### config.mk
export PLATFORM = sky130hd
export DESIGN_NAME = mw93_responder
export DESIGN_NICKNAME = d
export VERILOG_FILES = /design/src/rtl/mw93_responder.sv
export SDC_FILE = /design/constraint.sdc
export NUM_CORES = 1
export LEC_CHECK = 0
export CAP_MARGIN = 25
export CELL_PAD_IN_SITES_DETAIL_PLACEMENT = 1
export CELL_PAD_IN_SITES_GLOBAL_PLACEMENT = 2
export CORE_MARGIN = 5
export CORE_UTILIZATION = 38
export CTS_CLUSTER_DIAMETER = 150
export DETAILED_ROUTE_END_ITERATION = 10
export GPL_TIMING_DRIVEN = 0
export PLACE_DENSITY = 0.9
export SYNTH_ARGS = -nofsm -noshare
export SYNTH_HDL_FRONTEND = slang
export SYNTH_SLANG_ARGS = --single-unit
### constraint.sdc
create_clock -name clk -period 3.75 [get_ports clk]
set_input_delay 1.125 -clock clk [delete_from_list [all_inputs] [get_ports clk]]
set_output_delay 1.125 -clock clk [all_outputs]
set_load 0.02 [all_outputs]
### src/rtl/mw93_responder.sv
// mw93_responder: Microwire slave answering 93C46-style (x16) EEPROM commands.
// CS/SK/DI are synchronised into clk; word storage sits behind an external
// synchronous-read memory port (mem_rd -> mem_rdata valid one clk later).
module mw93_responder #(
  parameter int ADDR_W      = 6,
  parameter int DATA_W      = 16,
  parameter int PROG_CYCLES = 1000
) (
  input  logic              clk,
  input  logic              rst_n,
  input  logic              cs,
  input  logic              sk,
  input  logic              di,
  output logic              dout,
  output logic              dout_oe,
  output logic              busy,
  output logic              wen,
  output logic [ADDR_W-1:0] mem_addr,
  output logic              mem_rd,
  input  logic [DATA_W-1:0] mem_rdata,
  output logic              mem_we,
  output logic [DATA_W-1:0] mem_wdata
);

  localparam int CMD_BITS = ADDR_W + 2;
  localparam int BCW      = $clog2(DATA_W + CMD_BITS + 1);
  localparam int PCW      = $clog2(PROG_CYCLES + 1);

  localparam logic [BCW-1:0]    CMD_LAST  = BCW'(CMD_BITS - 1);
  localparam logic [BCW-1:0]    DATA_LAST = BCW'(DATA_W - 1);
  localparam logic [BCW-1:0]    DATA_END  = BCW'(DATA_W);
  localparam logic [BCW-1:0]    BC_ONE    = BCW'(1);
  localparam logic [PCW-1:0]    PROG_LAST = PCW'(PROG_CYCLES - 1);
  localparam logic [PCW-1:0]    PC_ONE    = PCW'(1);
  localparam logic [ADDR_W-1:0] ADDR_MAX  = '1;
  localparam logic [ADDR_W-1:0] ADDR_ONE  = ADDR_W'(1);

  typedef enum logic [2:0] {
    IDLE, CMD, READ, WDATA, ARM, PROG, DONE
  } state_t;

  // Synchroniser and edge detect
  logic [2:0] pin_in;
  logic [2:0] sync1_reg, sync2_reg;
  logic       sk_prev_reg;
  logic       cs_s, sk_s, di_s, skr;

  assign pin_in = {cs, sk, di};
  assign cs_s   = sync2_reg[2];
  assign sk_s   = sync2_reg[1];
  assign di_s   = sync2_reg[0];
  assign skr    = sk_s & ~sk_prev_reg;

  // Two-flop synchronisers for CS/SK/DI plus SK history for rising-edge detect
  always_ff @(posedge clk or negedge rst_n) begin
    if (!rst_n) begin
      sync1_reg   <= '0;
      sync2_reg   <= '0;
      sk_prev_reg <= 1'b0;
    end else begin
      sync1_reg   <= pin_in;
      sync2_reg   <= sync1_reg;
      sk_prev_reg <= sk_s;
    end
  end

  // Protocol state
  state_t              state_reg, state_next;
  logic [CMD_BITS-2:0] cmd_sr_reg, cmd_sr_next;
  logic [CMD_BITS-1:0] cmd_shift;
  logic [DATA_W-1:0]   data_sr_reg, data_sr_next;
  logic [BCW-1:0]      bit_cnt_reg, bit_cnt_next;
  logic [PCW-1:0]      prog_cnt_reg, prog_cnt_next;
  logic                bulk_reg, bulk_next;
  logic                seq_pend_reg, seq_pend_next;
  logic                status_pend_reg, status_pend_next;
  logic                rd_dly_reg;
  logic                wen_reg, wen_next;
  logic                busy_reg, busy_next;
  logic                dout_reg, dout_next;
  logic                dout_oe_reg, dout_oe_next;
  logic [ADDR_W-1:0]   mem_addr_reg, mem_addr_next;
  logic [DATA_W-1:0]   mem_wdata_reg, mem_wdata_next;
  logic                mem_rd_reg, mem_rd_next;
  logic                mem_we_reg, mem_we_next;

  assign cmd_shift = {cmd_sr_reg, di_s};

  // State register and all registered outputs; reset abandons any operation
  always_ff @(posedge clk or negedge rst_n) begin
    if (!rst_n) begin
      state_reg       <= IDLE;
      cmd_sr_reg      <= '0;
      data_sr_reg     <= '0;
      bit_cnt_reg     <= '0;
      prog_cnt_reg    <= '0;
      bulk_reg        <= 1'b0;
      seq_pend_reg    <= 1'b0;
      status_pend_reg <= 1'b0;
      rd_dly_reg      <= 1'b0;
      wen_reg         <= 1'b0;
      busy_reg        <= 1'b0;
      dout_reg        <= 1'b0;
      dout_oe_reg     <= 1'b0;
      mem_addr_reg    <= '0;
      mem_wdata_reg   <= '0;
      mem_rd_reg      <= 1'b0;
      mem_we_reg      <= 1'b0;
    end else begin
      state_reg       <= state_next;
      cmd_sr_reg      <= cmd_sr_next;
      data_sr_reg     <= data_sr_next;
      bit_cnt_reg     <= bit_cnt_next;
      prog_cnt_reg    <= prog_cnt_next;
      bulk_reg        <= bulk_next;
      seq_pend_reg    <= seq_pend_next;
      status_pend_reg <= status_pend_next;
      rd_dly_reg      <= mem_rd_reg;
      wen_reg         <= wen_next;
      busy_reg        <= busy_next;
      dout_reg        <= dout_next;
      dout_oe_reg     <= dout_oe_next;
      mem_addr_reg    <= mem_addr_next;
      mem_wdata_reg   <= mem_wdata_next;
      mem_rd_reg      <= mem_rd_next;
      mem_we_reg      <= mem_we_next;
    end
  end

  // Next-state and next-output logic
  always_comb begin
    state_next       = state_reg;
    cmd_sr_next      = cmd_sr_reg;
    data_sr_next     = data_sr_reg;
    bit_cnt_next     = bit_cnt_reg;
    prog_cnt_next    = prog_cnt_reg;
    bulk_next        = bulk_reg;
    seq_pend_next    = seq_pend_reg;
    status_pend_next = status_pend_reg;
    wen_next         = wen_reg;
    busy_next        = busy_reg;
    dout_next        = dout_reg;
    dout_oe_next     = dout_oe_reg;
    mem_addr_next    = mem_addr_reg;
    mem_wdata_next   = mem_wdata_reg;
    mem_rd_next      = 1'b0;
    mem_we_next      = 1'b0;

    if (!cs_s && state_reg != PROG && state_reg != ARM) begin
      // Deselect drops any partial command without side effects
      state_next   = IDLE;
      dout_oe_next = 1'b0;
    end else begin
      case (state_reg)
        IDLE: begin
          // Ready/busy status is shown while selected after a program op
          dout_oe_next = status_pend_reg;
          if (status_pend_reg) begin
            dout_next = ~busy_reg;
          end
          if (skr && di_s && !busy_reg) begin
            state_next       = CMD;
            bit_cnt_next     = '0;
            status_pend_next = 1'b0;
            dout_oe_next     = 1'b0;
          end
        end

        CMD: begin
          if (skr) begin
            cmd_sr_next  = cmd_shift[CMD_BITS-2:0];
            bit_cnt_next = bit_cnt_reg + BC_ONE;
            if (bit_cnt_reg == CMD_LAST) begin
              mem_addr_next = cmd_shift[ADDR_W-1:0];
              bit_cnt_next  = '0;
              bulk_next     = 1'b0;
              case (cmd_shift[CMD_BITS-1 -: 2])
                2'b10: begin
                  mem_rd_next   = 1'b1;
                  dout_next     = 1'b0;
                  dout_oe_next  = 1'b1;
                  seq_pend_next = 1'b0;
                  state_next    = READ;
                end
                2'b01: state_next = WDATA;
                2'b11: begin
                  data_sr_next = '1;
                  state_next   = ARM;
                end
                default: begin
                  case (cmd_shift[ADDR_W-1 -: 2])
                    2'b11: begin
                      wen_next   = 1'b1;
                      state_next = DONE;
                    end
                    2'b00: begin
                      wen_next   = 1'b0;
                      state_next = DONE;
                    end
                    2'b10: begin
                      data_sr_next = '1;
                      bulk_next    = 1'b1;
                      state_next   = ARM;
                    end
                    default: begin
                      bulk_next  = 1'b1;
                      state_next = WDATA;
                    end
                  endcase
                end
              endcase
            end
          end
        end

        READ: begin
          if (rd_dly_reg) begin
            // Word arrives one clk after mem_rd; on a sequential read its
            // MSB goes straight out because that SK edge already passed
            if (seq_pend_reg) begin
              dout_next     = mem_rdata[DATA_W-1];
              data_sr_next  = {mem_rdata[DATA_W-2:0], 1'b0};
              bit_cnt_next  = BC_ONE;
              seq_pend_next = 1'b0;
            end else begin
              data_sr_next = mem_rdata;
            end
          end else if (skr) begin
            if (bit_cnt_reg == DATA_END) begin
              mem_addr_next = mem_addr_reg + ADDR_ONE;
              mem_rd_next   = 1'b1;
              bit_cnt_next  = '0;
              seq_pend_next = 1'b1;
            end else begin
              dout_next    = data_sr_reg[DATA_W-1];
              data_sr_next = {data_sr_reg[DATA_W-2:0], 1'b0};
              bit_cnt_next = bit_cnt_reg + BC_ONE;
            end
          end
        end

        WDATA: begin
          if (skr) begin
            data_sr_next = {data_sr_reg[DATA_W-2:0], di_s};
            bit_cnt_next = bit_cnt_reg + BC_ONE;
            if (bit_cnt_reg == DATA_LAST) begin
              state_next = ARM;
            end
          end
        end

        ARM: begin
          // Programming launches on deselect, only when write-enabled
          if (!cs_s) begin
            dout_oe_next = 1'b0;
            if (wen_reg) begin
              state_next       = PROG;
              busy_next        = 1'b1;
              status_pend_next = 1'b1;
              prog_cnt_next    = '0;
              mem_we_next      = 1'b1;
              mem_wdata_next   = data_sr_reg;
              mem_addr_next    = bulk_reg ? '0 : mem_addr_reg;
            end else begin
              state_next = IDLE;
            end
          end
        end

        PROG: begin
          // Busy status (dout=0) visible whenever CS is raised during programming
          dout_oe_next = cs_s;
          dout_next    = 1'b0;
          if (mem_we_reg) begin
            if (bulk_reg && mem_addr_reg != ADDR_MAX) begin
              mem_we_next   = 1'b1;
              mem_addr_next = mem_addr_reg + ADDR_ONE;
            end
          end else if (prog_cnt_reg == PROG_LAST) begin
            state_next = IDLE;
            busy_next  = 1'b0;
          end else begin
            prog_cnt_next = prog_cnt_reg + PC_ONE;
          end
        end

        DONE: begin
          state_next = DONE;
        end

        default: state_next = IDLE;
      endcase
    end
  end

  assign dout      = dout_reg;
  assign dout_oe   = dout_oe_reg;
  assign busy      = busy_reg;
  assign wen       = wen_reg;
  assign mem_addr  = mem_addr_reg;
  assign mem_rd    = mem_rd_reg;
  assign mem_we    = mem_we_reg;
  assign mem_wdata = mem_wdata_reg;

endmodule
After elaboration in Yosys (flattened, before gate mapping)
Cells that the tools add are included.
{"block": "totals", "ff_bits": 80, "inputBits": 21, "out_inout_bits": 28, "elab_cells": 206}
{"block": "classes", "addsub": 3, "n_eq_ne": 51, "n_mux": 91, "bitwise_logic": 6, "n_reduce_logical": 35}
{"op": "$mux W16", "count": 8}
{"op": "$mux W6", "count": 10}
{"op": "$ne A3 B3 Y1 const B", "count": 16}
{"op": "$pmux W16 S3", "count": 1}
{"op": "$mux W10", "count": 4}
{"op": "$mux W5", "count": 8}
{"op": "$ne A2 B2 Y1 const B", "count": 19}
{"op": "$mux W1", "count": 35}
{"op": "$pmux W16 S2", "count": 1}
{"op": "$mux W3", "count": 10}
{"op": "$reduce_and A9 Y1", "count": 3}
{"op": "$pmux W6 S4", "count": 1}
{"op": "$pmux W3 S7", "count": 1}
{"op": "$pmux W10 S2", "count": 1}
{"op": "$pmux W5 S4", "count": 1}
{"op": "$reduce_and A6 Y1", "count": 3}
{"op": "$reduce_and A7 Y1", "count": 2}
{"op": "$pmux W1 S2", "count": 6}
{"op": "$reduce_and A12 Y1", "count": 1}
{"op": "$reduce_and A4 Y1", "count": 3}
{"op": "$reduce_bool A4 Y1", "count": 3}
{"op": "$add A10 B1 Y10 const B", "count": 1}
{"op": "$eq A10 B10 Y1 const B", "count": 1}
{"op": "$eq A3 B3 Y1 const B", "count": 3}
{"op": "other kinds (26)", "count": 44}

Logic depth before layout (Yosys ltp)
{"block": "depth", "word_depth": 8, "depth_mapped": 7, "mapped_depth_nobuf": 7}

Worst setup path before layout
No wires, ideal clock.
{"block": "synth_timing", "path_kind": "register to register", "start": "reg bit_cnt_reg[0]", "end": "reg mem_addr_reg[0], in the netlist mem_addr[0]", "setup_ns": 0.125, "arrival_ns": 1.845, "required_time_ns": 3.625, "setup_slack_ns": 1.780, "stages_incl_launch_ff": 8, "path_buffers": 1, "synth_period_minus_slack_ns": 1.970, "path_cell_list": "dfrtp_1 ha_1 nor4bb_1 buf_2 a221o_2 o2111ai_4 nor2_1 mux2_2"}
{"block": "synth_between", "elab_chain_len": 3, "elab_cells_between_ends": 5, "classes_between": "eq/ne: 4; reduce/logical: 1"}
{"item": "start: declaration", "line": "72", "text": "logic [BCW-1:0] bit_cnt_reg, bit_cnt_next;"}
{"item": "start signal: assignment", "line": "113", "text": "bit_cnt_reg <= bit_cnt_next;"}
{"item": "$eq A5 B5 Y1 / $eq A5 B3 Y1 (equally long branches)", "line": "229, 173"}
{"item": "$ne A2 B2 Y1 (no source line)"}
{"item": "$reduce_and A12 Y1 (no source line) (*)"}
{"item": "end signal: assignment", "line": "123", "text": "mem_addr_reg <= mem_addr_next;"}
{"item": "end: declaration", "line": "82", "text": "logic [ADDR_W-1:0] mem_addr_reg, mem_addr_next;"}
Every way passes the cells marked *; elsewhere a longest branch is shown, timed or not.
A chain may end at the register's enable or synchronous reset.

Final worst setup path
{"block": "layout_timing", "start": "reg mem_addr_reg[0], in the netlist mem_addr[0]", "end": "out mem_addr[0]"}
{"item": "end: declaration", "line": "18", "text": "output logic [ADDR_W-1:0] mem_addr,"}
No word-level cell between the ends.

==> flow_summary.toml <==
[run_status]
status = "finished, final reports clean"

[cts]
cts_setup_buffers = 0
clockBufferDepth = 2
root_buffer = "clkbuf_16"
clock-sinks = 80
numCtsBuffers = 9
htreeDepth = 3
path_clk_slew_ns = 0.07
cts_resized = 0
cts_tree = "done"
hold_buffers = 0
clk_latency_ns = 0.35

[sta]
clock_skew_ns = 0.00688
final-hold-violation-count = 0
max_slew_margin_pct = 49.6
drv_slew = 0
finalSetupViolCount = 0
rsz0062_at_grt = "false"
setup_slack_ns = 1.11
fin_crit_sh_pct = 70.4
setup_tns_ns = 0
worstMarginPinSlew_ns = 0.755
max_freq_ghz = 0.379
min_period_ns = 2.64

[critical_path]
rr_startpoint = "bit_cnt_reg[0]"
cp.depth = 1
cp_cell_sequence = "clkdlybuf4s50_1"
start_kind = "flip-flop"
path_class = "flip-flop to output port"
critPathCaptureType = "output port"
critPathLaunch = "mem_addr[0]"
crit_arrival_ns = 1.52
r2r_cells = 7
critPathSlowestCell = "clkdlybuf4s50_1"
critPathMaxStageDelay_ns = 0.68
crit_fanout = 8
cp.buffers_inverters = 1
worst-endpoint-required_ns = 2.62
cp_top_family = "buffers and inverters"

[placement]
place_hpwl_um = 9640
globalplace.congestion = 0.864
place_ws_ns = 1.27
io_buffer_count = 48
dp_cells = 675

[synthesis]
yosys_warnings = 0
synthSimpleGateAreaFrac_pct = 20.2
netlist_instances = 483
synthAdderAreaFrac_pct = 3.60
synth_cell_types = 65
ys_seq_area_share_pct = 44.4
async_flop_share_pct = 100
synth_edf_count = 0
synth_top_family_by_area = "simple AND/OR/NAND/NOR gates"
synth-xor-area-share_pct = 1.36
synthFlopType = "dfrtp_1"
syn-num-nets = 517
synth.avg_cell_area_um2 = 9.34
muxShareOfSynthArea_pct = 8.79
ys_ff_latch = 80
synth_compound_area_share_pct = 17.6
synth_area_um2 = 4510

[global_routing]
overflow = 0
grt.total_usage_pct = 19.8
grt_pass1_vias = 4336
grt_max_degree = 66
grt_pass1_wl_um = 22600
grt_antenna_before_repair = 0

[final_layout]
final_common_cell = "nand2_1"
fin_nets = 577
syn2layout_area_growth_pct = 22.8
drive_above_1_share_pct = 11.5
final_cells = 691
fill_cells = 1336
final_cell_mix = "99 x nand2_1, 80 x dfrtp_1, 47 x clkdlybuf4s50_1"
n_antenna_cell = 0
final_util_pct = 48.1

[route]
num_vias = 3975
drt_iter0_drc = 212
vias_per_cell = 5.75
drc = 0
ant_nets = 0
drt_first_pass_iters = 5
post_drt_wl_per_cell_um = 19.3
wirelength_um = 13400

[die]
die_w_um = 119
ios = 49
fp.coreArea_um2 = 11500
start_util_pct = 39.2
rows = 39
dieHeight_um = 119
die_area_um2 = 14200

[min_path]
hold_class = "flip-flop to flip-flop"
min_from = "sync1_reg[0]"
hold_path_depth = 0

[pwr]
powerDensity_nw_per_um2 = 413
finalPower_uw = 2290
irDropWorstVdd_mv = 0.247
p_leak_uw = 0.00232

[run]
cap_violations = 0
per-stage QoR:
| stage | area [um^2] | hold slack [ns] |
|---|---|---|
| after floorplan | 4510 | 0.331 |
| after global placement | 5170 | 0.333 |
| after detailed placement | 5200 | 0.346 |
| after CTS | 5540 | 0.360 |
| after global routing | 5540 | 0.364 |
| final | 5540 | 0.356 |
routing by layer:
layer	vias up	share of wire [%]	GRT usage (%)
met5	-	0	0
met4	0	2.6	9.27
met3	25	3.7	2.84
met2	94	49	32.4
met1	2001	45	25.9
li1	1855	-	-
where the power goes:
group / switching, uW / total, uW / internal, uW
registers: 37.6 / 931 / 894
logic: 203 / 331 / 129
clock network: 374 / 1030 / 652
total: 614 / 2290 / 1670
cell type report:
type | instances | area, um^2 | area share (%)
plain buffers | 28 | 131 | 2.37
well taps | 143 | 179 | 3.23
repair buffers | 49 | 505 | 9.12
clock inverters | 7 | 119 | 2.14
clock buffers | 9 | 225 | 4.06
multi-input cells | 361 | 2330 | 42.0
flip-flops and latches | 80 | 2000 | 36.1
inverters | 14 | 52.6 | 0.948
logic make-up after synthesis:
| logic type | Yosys count |
|---|---|
| buffers and inverters | 42 |
| AO/OA/AOI/OAI | 112 |
| flip-flops | 80 |
| adder cells (fa/ha/maj) | 13 |
| XOR/XNOR | 7 |
| multiplexers | 37 |
| AND/OR/NAND/NOR | 192 |
path summary, 6_finish.rpt:
check | to | slack, ns
max reg2reg | mem_addr[1] | 1.37
max in group asynchronous | bulk_reg | 2.48
min | sync2_reg[0] | 0.36
min in group asynchronous | prog_cnt_reg[9] | 0.65
min reg2reg | sync2_reg[0] | 0.36
max | mem_addr[0] | 1.11
Yosys cell counts, drive strengths merged, types with 2 or more instances:
cell type / n / share of area (%)
nand2: 99 / 8.2
dfrtp: 80 / 44
nor2: 30 / 2.5
a21oi: 21 / 2.3
mux2: 21 / 5.2
o21ai: 20 / 2.3
nand3: 18 / 2.0
o211ai: 17 / 2.8
mux2i: 16 / 3.5
buf: 15 / 1.8
clkbuf: 13 / 1.1
ha: 13 / 3.6
inv: 13 / 1.1
o31ai: 11 / 1.8
a31oi: 7 / 0.97
nor3: 7 / 0.89
xnor2: 7 / 1.4
a211oi: 6 / 1.0
nand2b: 6 / 0.83
nor2b: 6 / 0.83
o41ai: 6 / 1.2
and3: 5 / 0.69
nand4: 4 / 0.55
nor3b: 3 / 0.86
nor4b: 3 / 0.72
a21boi: 2 / 0.33
a21o: 2 / 0.33
a311oi: 2 / 0.39
a31o: 2 / 0.39
nand4bb: 2 / 0.50
o2111ai: 2 / 0.78
o211a: 2 / 0.44
o21a: 2 / 0.33
o311ai: 2 / 0.55
Power figures use the tool's default switching activity.
